`config.mk`:
```
export PLATFORM = sky130hd
export DESIGN_NAME = lsu_bus_unit_flat
export DESIGN_NICKNAME = d
export VERILOG_FILES = /design/src/rtl/lsu_pkg.sv /design/src/rtl/lsu_bus_unit_if.sv /design/src/rtl/lsu_align.sv /design/src/rtl/lsu_bus_unit.sv /design/src/flat_wrapper.sv
export SDC_FILE = /design/constraint.sdc
export NUM_CORES = 1
export LEC_CHECK = 0
export BUFFER_PORTS_ARGS = -buffer_cell sky130_fd_sc_hd__buf_4
export CAP_MARGIN = 30
export CORE_UTILIZATION = 55
export DETAILED_ROUTE_END_ITERATION = 8
export GPL_TIMING_DRIVEN = 1
export HOLD_SLACK_MARGIN = 0.1
export PLACE_DENSITY = 0.95
export SETUP_SLACK_MARGIN = 0.05
export SYNTH_ARGS = -nofsm -noshare
export SYNTH_HDL_FRONTEND = slang
export SYNTH_SLANG_ARGS = --single-unit
```
`constraint.sdc`:
```
create_clock -name cpu_clk -period 6.2 [get_ports cpu_clk]
set_input_delay 0.31 -clock cpu_clk [delete_from_list [all_inputs] [get_ports cpu_clk]]
set_output_delay 0.31 -clock cpu_clk [all_outputs]
set_load 0.01 [all_outputs]
```
`src/rtl/lsu_pkg.sv`:
```
// rtl/lsu_pkg.sv - shared response codes, size and state encodings for the load/store bus unit
package lsu_pkg;

    typedef enum logic [1:0] {
        ERR_NONE     = 2'b00,
        ERR_MISALIGN = 2'b01,
        ERR_TIMEOUT  = 2'b10
    } lsu_err_e;

    localparam logic [1:0] SZ_B = 2'd0;
    localparam logic [1:0] SZ_H = 2'd1;
    localparam logic [1:0] SZ_W = 2'd2;
    localparam logic [1:0] SZ_D = 2'd3;

    typedef enum logic [1:0] {
        IDLE = 2'd0,
        BUS  = 2'd1,
        RESP = 2'd2
    } lsu_state_e;

    // Right-aligned byte-lane mask covering one access of the given size.
    function automatic logic [7:0] size_lanes(input logic [1:0] size);
        case (size)
            SZ_B:    return 8'h01;
            SZ_H:    return 8'h03;
            SZ_W:    return 8'h0F;
            default: return 8'hFF;
        endcase
    endfunction

    // Offset bits that must be zero for a naturally aligned access.
    function automatic logic [2:0] size_align_bits(input logic [1:0] size);
        case (size)
            SZ_B:    return 3'd0;
            SZ_H:    return 3'd1;
            SZ_W:    return 3'd3;
            default: return 3'd7;
        endcase
    endfunction

endpackage

```
`src/rtl/lsu_bus_unit_if.sv`:
```
// rtl/lsu_bus_unit_if.sv - handshaked bus between the load/store unit and the bus bridge
interface lsu_bus_unit_if #(
    parameter int XLEN = 32
) ();
    localparam int NB = XLEN / 8;

    logic            Bus_req;
    logic [31:0]     Bus_addr;
    logic            Bus_we;
    logic [NB-1:0]   Bus_be;
    logic [XLEN-1:0] Bus_wdata;
    logic            Bus_ack;
    logic [XLEN-1:0] Bus_rdata;

    modport master (
        output Bus_req, Bus_addr, Bus_we, Bus_be, Bus_wdata,
        input  Bus_ack, Bus_rdata
    );

    modport slave (
        input  Bus_req, Bus_addr, Bus_we, Bus_be, Bus_wdata,
        output Bus_ack, Bus_rdata
    );
endinterface

```
`src/rtl/lsu_align.sv`:
```
// rtl/lsu_align.sv - combinational lane shifting, byte enables, alignment check and load extension
module lsu_align
    import lsu_pkg::*;
#(
    parameter  int XLEN = 32,
    localparam int NB   = XLEN / 8,
    localparam int OB   = $clog2(NB)
) (
    input  logic [1:0]      size,
    input  logic [OB-1:0]   offset,
    input  logic            uns,
    input  logic [XLEN-1:0] data,
    output logic [NB-1:0]   be,
    output logic [XLEN-1:0] data_st,
    output logic [XLEN-1:0] data_ld,
    output logic            misalign
);

    logic [NB-1:0]   lane_mask;
    logic [XLEN-1:0] shifted;
    logic [XLEN-1:0] keep_mask;
    logic            sign_bit;

    always_comb begin
        lane_mask = NB'(size_lanes(size));
        be        = lane_mask << offset;
        data_st   = data << {offset, 3'b000};
        shifted   = data >> {offset, 3'b000};
        misalign  = ((size == SZ_D) && (XLEN == 32)) ||
                    ((offset & OB'(size_align_bits(size))) != '0);
    end

    // Extension keeps the low access bits and fills the rest with the sign copy or zeros.
    always_comb begin
        keep_mask = '1;
        sign_bit  = 1'b0;
        case (size)
            SZ_B: begin
                keep_mask = XLEN'(8'hFF);
                sign_bit  = shifted[7];
            end
            SZ_H: begin
                keep_mask = XLEN'(16'hFFFF);
                sign_bit  = shifted[15];
            end
            SZ_W: begin
                keep_mask = XLEN'(32'hFFFF_FFFF);
                sign_bit  = shifted[31];
            end
            default: begin
                keep_mask = '1;
                sign_bit  = 1'b0;
            end
        endcase
        data_ld = (shifted & keep_mask) | ((sign_bit & ~uns) ? ~keep_mask : '0);
    end

endmodule

```
`src/rtl/lsu_bus_unit.sv`:
```
// rtl/lsu_bus_unit.sv - multi-cycle load/store bus master with byte enables, extension and wait timeout
module lsu_bus_unit
    import lsu_pkg::*;
#(
    parameter int XLEN    = 32,
    parameter int TIMEOUT = 255
) (
    input  logic            cpu_clk,
    input  logic            cpu_rst,
    input  logic            req_valid,
    output logic            req_ready,
    input  logic            req_we,
    input  logic [1:0]      req_size,
    input  logic            req_unsigned,
    input  logic [31:0]     req_addr,
    input  logic [XLEN-1:0] req_wdata,
    output logic            resp_valid,
    output logic [XLEN-1:0] resp_rdata,
    output logic [1:0]      resp_err,
    output logic            lsu_busy,
    lsu_bus_unit_if.master  bus
);

    localparam int NB = XLEN / 8;
    localparam int OB = $clog2(NB);
    localparam int CW = $clog2(TIMEOUT + 1);

    lsu_state_e      state_q, state_d;
    logic [31:0]     addr_q;
    logic            we_q;
    logic [1:0]      size_q;
    logic            uns_q;
    logic [OB-1:0]   off_q;
    logic [NB-1:0]   be_q;
    logic [XLEN-1:0] wdata_q;
    logic [CW-1:0]   cnt_q;
    logic [XLEN-1:0] rdata_q;
    lsu_err_e        err_q;

    logic            in_idle;
    logic            cnt_done;
    logic [1:0]      al_size;
    logic [OB-1:0]   al_offset;
    logic            al_uns;
    logic [XLEN-1:0] al_data;
    logic [NB-1:0]   al_be;
    logic [XLEN-1:0] al_data_st;
    logic [XLEN-1:0] al_data_ld;
    logic            al_misalign;

    assign in_idle  = (state_q == IDLE);
    assign cnt_done = (cnt_q == CW'(TIMEOUT));

    // One aligner serves both directions: request fields while idle, captured fields afterwards.
    assign al_size   = in_idle ? req_size          : size_q;
    assign al_offset = in_idle ? req_addr[OB-1:0]  : off_q;
    assign al_uns    = in_idle ? req_unsigned      : uns_q;
    assign al_data   = in_idle ? req_wdata         : bus.Bus_rdata;

    lsu_align #(.XLEN(XLEN)) u_align (
        .size     (al_size),
        .offset   (al_offset),
        .uns      (al_uns),
        .data     (al_data),
        .be       (al_be),
        .data_st  (al_data_st),
        .data_ld  (al_data_ld),
        .misalign (al_misalign)
    );

    always_ff @(posedge cpu_clk or negedge cpu_rst) begin
        if (!cpu_rst) begin
            state_q <= IDLE;
        end else begin
            state_q <= state_d;
        end
    end

    always_comb begin
        state_d = state_q;
        case (state_q)
            IDLE:    if (req_valid) state_d = al_misalign ? RESP : BUS;
            BUS:     if (bus.Bus_ack || cnt_done) state_d = RESP;
            RESP:    state_d = IDLE;
            default: state_d = IDLE;
        endcase
    end

    always_ff @(posedge cpu_clk or negedge cpu_rst) begin
        if (!cpu_rst) begin
            addr_q  <= '0;
            we_q    <= 1'b0;
            size_q  <= SZ_B;
            uns_q   <= 1'b0;
            off_q   <= '0;
            be_q    <= '0;
            wdata_q <= '0;
            cnt_q   <= '0;
            rdata_q <= '0;
            err_q   <= ERR_NONE;
        end else begin
            case (state_q)
                IDLE: begin
                    if (req_valid) begin
                        addr_q  <= {req_addr[31:OB], {OB{1'b0}}};
                        we_q    <= req_we;
                        size_q  <= req_size;
                        uns_q   <= req_unsigned;
                        off_q   <= req_addr[OB-1:0];
                        be_q    <= al_be;
                        wdata_q <= al_data_st;
                        cnt_q   <= '0;
                        rdata_q <= '0;
                        err_q   <= al_misalign ? ERR_MISALIGN : ERR_NONE;
                    end
                end
                BUS: begin
                    // An ack in the final wait cycle still completes the access normally.
                    if (bus.Bus_ack) begin
                        rdata_q <= we_q ? '0 : al_data_ld;
                        err_q   <= ERR_NONE;
                    end else if (cnt_done) begin
                        err_q   <= ERR_TIMEOUT;
                    end else begin
                        cnt_q   <= cnt_q + CW'(1);
                    end
                end
                default: ;
            endcase
        end
    end

    assign req_ready     = in_idle;
    assign lsu_busy      = ~in_idle;
    assign resp_valid    = (state_q == RESP);
    assign resp_rdata    = rdata_q;
    assign resp_err      = err_q;

    assign bus.Bus_req   = (state_q == BUS);
    assign bus.Bus_addr  = addr_q;
    assign bus.Bus_we    = we_q;
    assign bus.Bus_be    = be_q;
    assign bus.Bus_wdata = wdata_q;

endmodule
```
`src/flat_wrapper.sv`:
```
// flat-port wrapper written by rule: the top's interface ports become plain ports
module lsu_bus_unit_flat import lsu_pkg::*;
#(
    parameter int XLEN    = 32,
    parameter int TIMEOUT = 255
)
  (cpu_clk, cpu_rst, req_valid, req_ready, req_we, req_size, req_unsigned, req_addr, req_wdata, resp_valid, resp_rdata, resp_err, lsu_busy, bus_Bus_req, bus_Bus_addr, bus_Bus_we, bus_Bus_be, bus_Bus_wdata, bus_Bus_ack, bus_Bus_rdata);
  lsu_bus_unit_if #(.XLEN(XLEN)) bus_i ();
  input  logic cpu_clk;
  input  logic cpu_rst;
  input  logic req_valid;
  output logic req_ready;
  input  logic req_we;
  input  logic [1:0] req_size;
  input  logic req_unsigned;
  input  logic [31:0] req_addr;
  input  logic [XLEN-1:0] req_wdata;
  output logic resp_valid;
  output logic [XLEN-1:0] resp_rdata;
  output logic [1:0] resp_err;
  output logic lsu_busy;
  output wire logic [$bits(bus_i.Bus_req)-1:0] bus_Bus_req;
  output wire logic [$bits(bus_i.Bus_addr)-1:0] bus_Bus_addr;
  output wire logic [$bits(bus_i.Bus_we)-1:0] bus_Bus_we;
  output wire logic [$bits(bus_i.Bus_be)-1:0] bus_Bus_be;
  output wire logic [$bits(bus_i.Bus_wdata)-1:0] bus_Bus_wdata;
  input wire logic [$bits(bus_i.Bus_ack)-1:0] bus_Bus_ack;
  input wire logic [$bits(bus_i.Bus_rdata)-1:0] bus_Bus_rdata;
  assign bus_Bus_req = bus_i.Bus_req;
  assign bus_Bus_addr = bus_i.Bus_addr;
  assign bus_Bus_we = bus_i.Bus_we;
  assign bus_Bus_be = bus_i.Bus_be;
  assign bus_Bus_wdata = bus_i.Bus_wdata;
  assign bus_i.Bus_ack = bus_Bus_ack;
  assign bus_i.Bus_rdata = bus_Bus_rdata;
  lsu_bus_unit #(.XLEN(XLEN), .TIMEOUT(TIMEOUT)) u_core (.cpu_clk(cpu_clk), .cpu_rst(cpu_rst), .req_valid(req_valid), .req_ready(req_ready), .req_we(req_we), .req_size(req_size), .req_unsigned(req_unsigned), .req_addr(req_addr), .req_wdata(req_wdata), .resp_valid(resp_valid), .resp_rdata(resp_rdata), .resp_err(resp_err), .lsu_busy(lsu_busy), .bus(bus_i));
endmodule
```
[Yosys cells after proc, flatten, opt, wreduce, memory -nomap -nowiden]
Cells that the tools add are included.
Operators by class
  $add $sub $neg: 1
  eq/ne operators: 12
  shifts and indexed selects: 3
  muxes and demuxes: 26
  bitwise operators: 7
  reduce and logical (&&, ||, !) cells: 11
Operator list (number)
  $mux 32: 5
  $pmux 32 s2: 2
  $and 32x32->32: 1
  $not 32->32: 1
  $or 32x32->32: 1
  $shl 32x5->32: 1
  $shr 32x5->32: 1
  $mux 8: 3
  $mux 2: 8
  $pmux 8 s2: 1
  $pmux 4 s3: 1
  $add 8x1->8 const B: 1
  $eq 8x8->1 const B: 1
  $pmux 2 s2: 2
  $eq 2x2->1 const B: 3
  $ne 2x2->1 const B: 3
  $pmux 2 s3: 1
  $reduce_and 3->1: 2
  $eq 2x1->1 const B: 2
  $logic_not 2->1: 2
  $ne 2x1->1 const B: 2
  $reduce_and 2->1: 2
  $reduce_and 4->1: 1
  $reduce_bool 2->1: 2
  8 further kinds: 11
Storage, ports and cells
  bits in registers: 116
  input port bits: 104
  output and inout bits: 107
  word-level logic and storage cells: 71

[Depth between registers and ports, before layout]
  depth in word-level cells: 10
  depth in mapped cells: 9
  gate-level depth less buffers: 6

[Cells and area by module]
From an unflattened synthesis, not the netlist that was laid out.
Unflattened totals
  cell total of the unflattened synthesis: 602
  area, all modules: 6560.0 um^2
Modules (own cells, without submodules)
  lsu_bus_unit: times used 1, cells an instance 420, area an instance 5180.0 um^2, sequential area each 2902.8 um^2
  lsu_align: times used 1, cells an instance 182, area an instance 1380.1 um^2, sequential area each 0.0 um^2

[Least setup slack after synthesis]
OpenSTA, ideal clock, no wires.
  path type: flip-flop to flip-flop
  start: register u_core.state_q[0]
  end: register u_core.rdata_q[18], in the netlist u_core.resp_rdata[18]
  setup time: 0.066 ns
  data arrival time: 1.977 ns
  data required time: 6.134 ns
  slack: 4.157 ns
  stages on the path, launching flop included: 8
  path buffers: 2
  period minus slack after synthesis: 2.043 ns
  cells stage by stage: dfrtp_1 > or2_1 > buf_6 > mux2_4 > or3_4 > a211oi_4 > buf_6 > a221o_1
On the way
  longest elaborated chain between the ends: 10
  elaborated cells between the ends (all ways): 25
  classes of those cells: eq/ne: 5; shift: 1; mux: 10; bitwise: 5; reduce/logical: 4
Ends and longest elaborated chain
  start: declaration: line lsu_bus_unit.sv:28  | lsu_state_e state_q, state_d;
  start signal: assignment: line lsu_bus_unit.sv:75  | state_q <= state_d;
  $logic_not 2->1: line lsu_bus_unit.sv:51, lsu_bus_unit.sv:102
  $mux 32, or another cell as far along: line lsu_bus_unit.sv:58  | assign al_data = in_idle ? req_wdata : bus.Bus_rdata;
  $shr 32x5->32, or another cell as far along: line lsu_align.sv:28  | shifted = data >> {offset, 3'b000};
  $pmux 1 s3 / $pmux 32 s2 (equally long branches): line lsu_align.sv:37  | case (size)
  $and 1x1->1 / $not 32->32 (equally long branches): line lsu_align.sv:55  | data_ld = (shifted & keep_mask) | ((sign_bit & ~uns) ? ~keep_mask : '0);
  $mux 32: line lsu_align.sv:55
  $or 32x32->32: line lsu_align.sv:55
  $mux 32: line lsu_bus_unit.sv:120  | rdata_q <= we_q ? '0 : al_data_ld;
  $mux 32: line lsu_bus_unit.sv:119  | if (bus.Bus_ack) begin
  $pmux 32 s2: line lsu_bus_unit.sv:102  | case (state_q)
  end signal: assignment: line lsu_bus_unit.sv:120
  end: declaration: line lsu_bus_unit.sv:37  | logic [XLEN-1:0] rdata_q;
Parallel ways exist; a longest one is shown, timed or not. The select of a mux whose other input is x is not followed.
A chain may end at the register's enable or synchronous reset.

[Worst setup path after layout]
  start: register u_core.state_q[0]
  end: register u_core.rdata_q[12], in the netlist u_core.resp_rdata[12]
Same word-level chain as after synthesis.

==> impl_metrics.csv <==
group,metric,value,unit
logic_synthesis,yosysTopAreaCell,"dfrtp_1",
floorplanning,io_pins,211,
logic_synthesis,ys_top_cells_by_area,"dfrtp_1 (46%), nand2_1 (9.7%), mux2i_1 (6.7%)",
sta,skew,0.00691,ns
clock_network,cts_buffers,17,
finish,diodes,0,
global_routing,grt_max_degree,71,
clock_network,clk_pin_slew_worst_paths,0.06,ns
logic_synthesis,ys_warn_count,0,
floorplanning,num_rows,38,
sta,worst_pin_slew,1.09,ns
finish,multi_input_area,3040,sq um
place,port_buffers,208,
global_routing,overflow,0,
logic_synthesis,synth_top_flop_cell,"dfrtp_1",
setup_path,r2r_slack,2.76,ns
sta,rsz0062_at_grt,"false",
setup_path,reg2regPathDepth,6,
drt,postRouteWirelength,21.7,mm
power_and_ir_drop,p_sw,1780,uW
floorplanning,die_h,109,um
setup_path,crit_fanout,52,
drt,routedWlPerCell,20.4,um
sta,setup_viol,0,
floorplanning,core,11000,sq um
hold_path,hp-class,"in2reg",
logic_synthesis,synth-seq-cells,116,
run_status,status,"finished clean",
floorplanning,initial_core_util,0.572,
setup_path,cp.arrival,3.69,ns
power_and_ir_drop,power.internal,2540,uW
setup_path,cp-end-kind,"flip-flop",
hold_path,min_to,"u_core.bus.Bus_addr[15]",
setup_path,cp_slowest_cell,"inv_2",
power_and_ir_drop,power,4330,uW
logic_synthesis,syn_inst,703,
drt,drtPass1Iterations,8,
clock_network,root_buffer,"clkbuf_16",
clock_network,ctsResizeCount,0,
logic_synthesis,avgSynthCellArea,8.93,sq um
finish,seqCellArea,2900,sq um
hold_path,worstHoldPathCells,3,
finish,final_area,8730,sq um
setup_path,worstPathRequired,6.45,ns
global_routing,grt_pass1_vias,6389,
sta,setup_tns,0,ns
power_and_ir_drop,p_leak,0.00440,uW
logic_synthesis,synthesis.area,6280,sq um
sta,hold_viol,0,
setup_path,crit_path_max_incr_delay,0.71,ns
setup_path,crit_buf_inv,1,
finish,syn2layout_area_growth,38.9,%
place,place.gp.congestion,0.959,
finish,nFillCells,706,
setup_path,r2r-end,"u_core.resp_rdata[12]",
power_and_ir_drop,combinationalPowerShare,0.475,
clock_network,cts_hold_buf,30,
finish,nets,1015,
floorplanning,die_area,11900,sq um
power_and_ir_drop,peakVddDrop,298,uV
setup_path,cp-startpoint,"u_core.state_q[0]",
sta,maxSlewHeadroom,0.270,
clock_network,htreeDepth,4,
logic_synthesis,ys_seq_area_frac,0.462,
clock_network,clock_sinks,116,
setup_path,critPathTopFamily,"compound AO/OA/AOI/OAI gates",
power_and_ir_drop,p_clk_frac,0.221,
setup_path,r2r-start,"u_core.state_q[0]",
setup_path,path_class,"reg2reg",
drt,vias_per_cell,6.24,
sta,min_period_over_period,0.555,
clock_network,postCtsSetupBuffers,0,
logic_synthesis,synth_edf_count,0,
clock_network,cts_tree,"yes",
place,dp.final_hpwl,14.3,mm
sta,max_freq,291,MHz
clock_network,clk_latency,0.41,ns
floorplanning,die_w,109,um
sta,slew_viol_final,0,
hold_path,min_from,"req_addr[15]",
finish,drive_gt1_frac,0.284,
setup_path,path_cells,"or2_2 > inv_2 > o221ai_1 > o211a_1 > o31ai_1 > o21ai_0",
drt,num_vias,6624,
global_routing,grt_pass1_wl,33.6,mm
clock_network,cts.path.max_buffers,2,
setup_path,start_kind,"flip-flop",
logic_synthesis,yosys.cell_types.count,53,
global_routing,antenna_found_initial,0,
run,maxCapViolations,0,
sta,period_minus_slack,3.44,ns
global_routing,grt_use_total,0.379,
power_and_ir_drop,swShare,0.412,
place,dpl_cell_area,7860,sq um
power_and_ir_drop,seq_power_share,0.304,
drt,dr.first_iter.drc_count,692,
drt,drc,0,
logic_synthesis,async_reset_ff_frac,1.00,
power_and_ir_drop,power_density,496,nW/um^2
drt,ant_nets,0,
logic_synthesis,synth_top_area_share,0.462,
## power by group through the flow
stage                     sequential (uW)  combinational, uW  clock [uW]
after global routing                 1340               2210         999
final                                1320               2060         957
after global placement               1290               1930           0
after CTS                            1300               2010         961
after detailed placement             1300               1990           0
after floorplan                      1370               1070           0
## cell type report
| cell class | count | area share |
|---|---|---|
| multi-input combinational | 504 | 0.348 |
| sequential | 116 | 0.333 |
| timing repair buffer | 247 | 0.223 |
| clock buffer | 22 | 0.0532 |
| tap | 140 | 0.0201 |
| clock inverter | 9 | 0.0120 |
| inverter | 24 | 0.0103 |
## worst reg2reg max path, cell delays in order, from the launching register on
cell	delay (ns)
dfrtp_1	0.66
or2_2	0.45
inv_2	0.71
o221ai_1	0.33
o211a_1	0.21
o31ai_1	0.69
o21ai_0	0.22
## stage by stage
stage	utilization	hold slack (ns)	setup WS, ns	cells
3_5_place_dp	0.715	0.302	2.84	1001
6_report	0.794	0.103	2.76	1062
4_1_cts	0.794	0.102	2.83	1062
3_3_place_gp	0.713	0.293	3.04	1000
2_1_floorplan	-	0.0144	4.16	704
5_1_grt	0.794	0.107	2.54	1062
## worst max-delay path by stage
stage,end,slack (ns),depth (start not counted)
finish,u_core.resp_rdata[12],2.76,6
global route,u_core.resp_rdata[12],2.54,6
CTS,u_core.resp_rdata[12],2.83,6
detailed placement,u_core.resp_rdata[12],2.84,6
global placement,u_core.resp_rdata[12],3.04,6
floorplan,u_core.resp_rdata[18],4.16,7
## cells in the final DEF (no fill, tap or decap), drive strengths merged, types with 3 or more instances in the layout
cell type	count
dlygate4sd3	30
dfrtp	116
clkinv	3
o21ai	46
a31oi	10
a21oi	29
o211ai	9
a22o	8
a221o	23
o31ai	9
nor2	33
mux2i	42
buf	217
inv	24
or4	7
a311oi	12
clkbuf	22
nor3b	5
nor2b	5
nand2b	3
nand3	12
nand2	162
and3	3
xor2	4
mux2	6
a211oi	18
nor3	18
nor4b	7
o211a	5
or2	4
clkinvlp	4
## logic make-up after synthesis
| kind of cell | share of synthesized area |
|---|---|
| AOI/OAI and AO/OA | 0.198 |
| xor gates and xnor gates | 0.00697 |
| buffers and inverters | 0.0568 |
| other | 0.000597 |
| adders and majority gates | 0.00199 |
| and+or+nand+nor | 0.194 |
| DFF | 0.462 |
| muxes | 0.0789 |
## cells in the mapped netlist (all sizes together), types with 10 or more instances
cell	number
a311oi	12
nor2	33
buf	21
a21oi	29
clkbuf	39
o21ai	46
dfrtp	116
nand2	162
nor3	18
inv	24
a221o	23
a211oi	18
nand3	12
a31oi	10
mux2i	42
## flip-flops by register name, summed over array words and instances, names as in the netlist, 4 cells and up
signal	cells
u_core.resp_rdata	32
u_core.bus.Bus_be	4
u_core.bus.Bus_wdata	32
u_core.bus.Bus_addr	30
u_core.cnt_q	8
## metal layers
| metal | part of all wire | global-route usage |
|---|---|---|
| met5 | 0 | 0 |
| met2 | 0.48 | 0.618 |
| met1 | 0.37 | 0.468 |
| met4 | 0.047 | 0.193 |
| met3 | 0.10 | 0.0909 |
No activity file was read; power rests on OpenSTA's default activity.
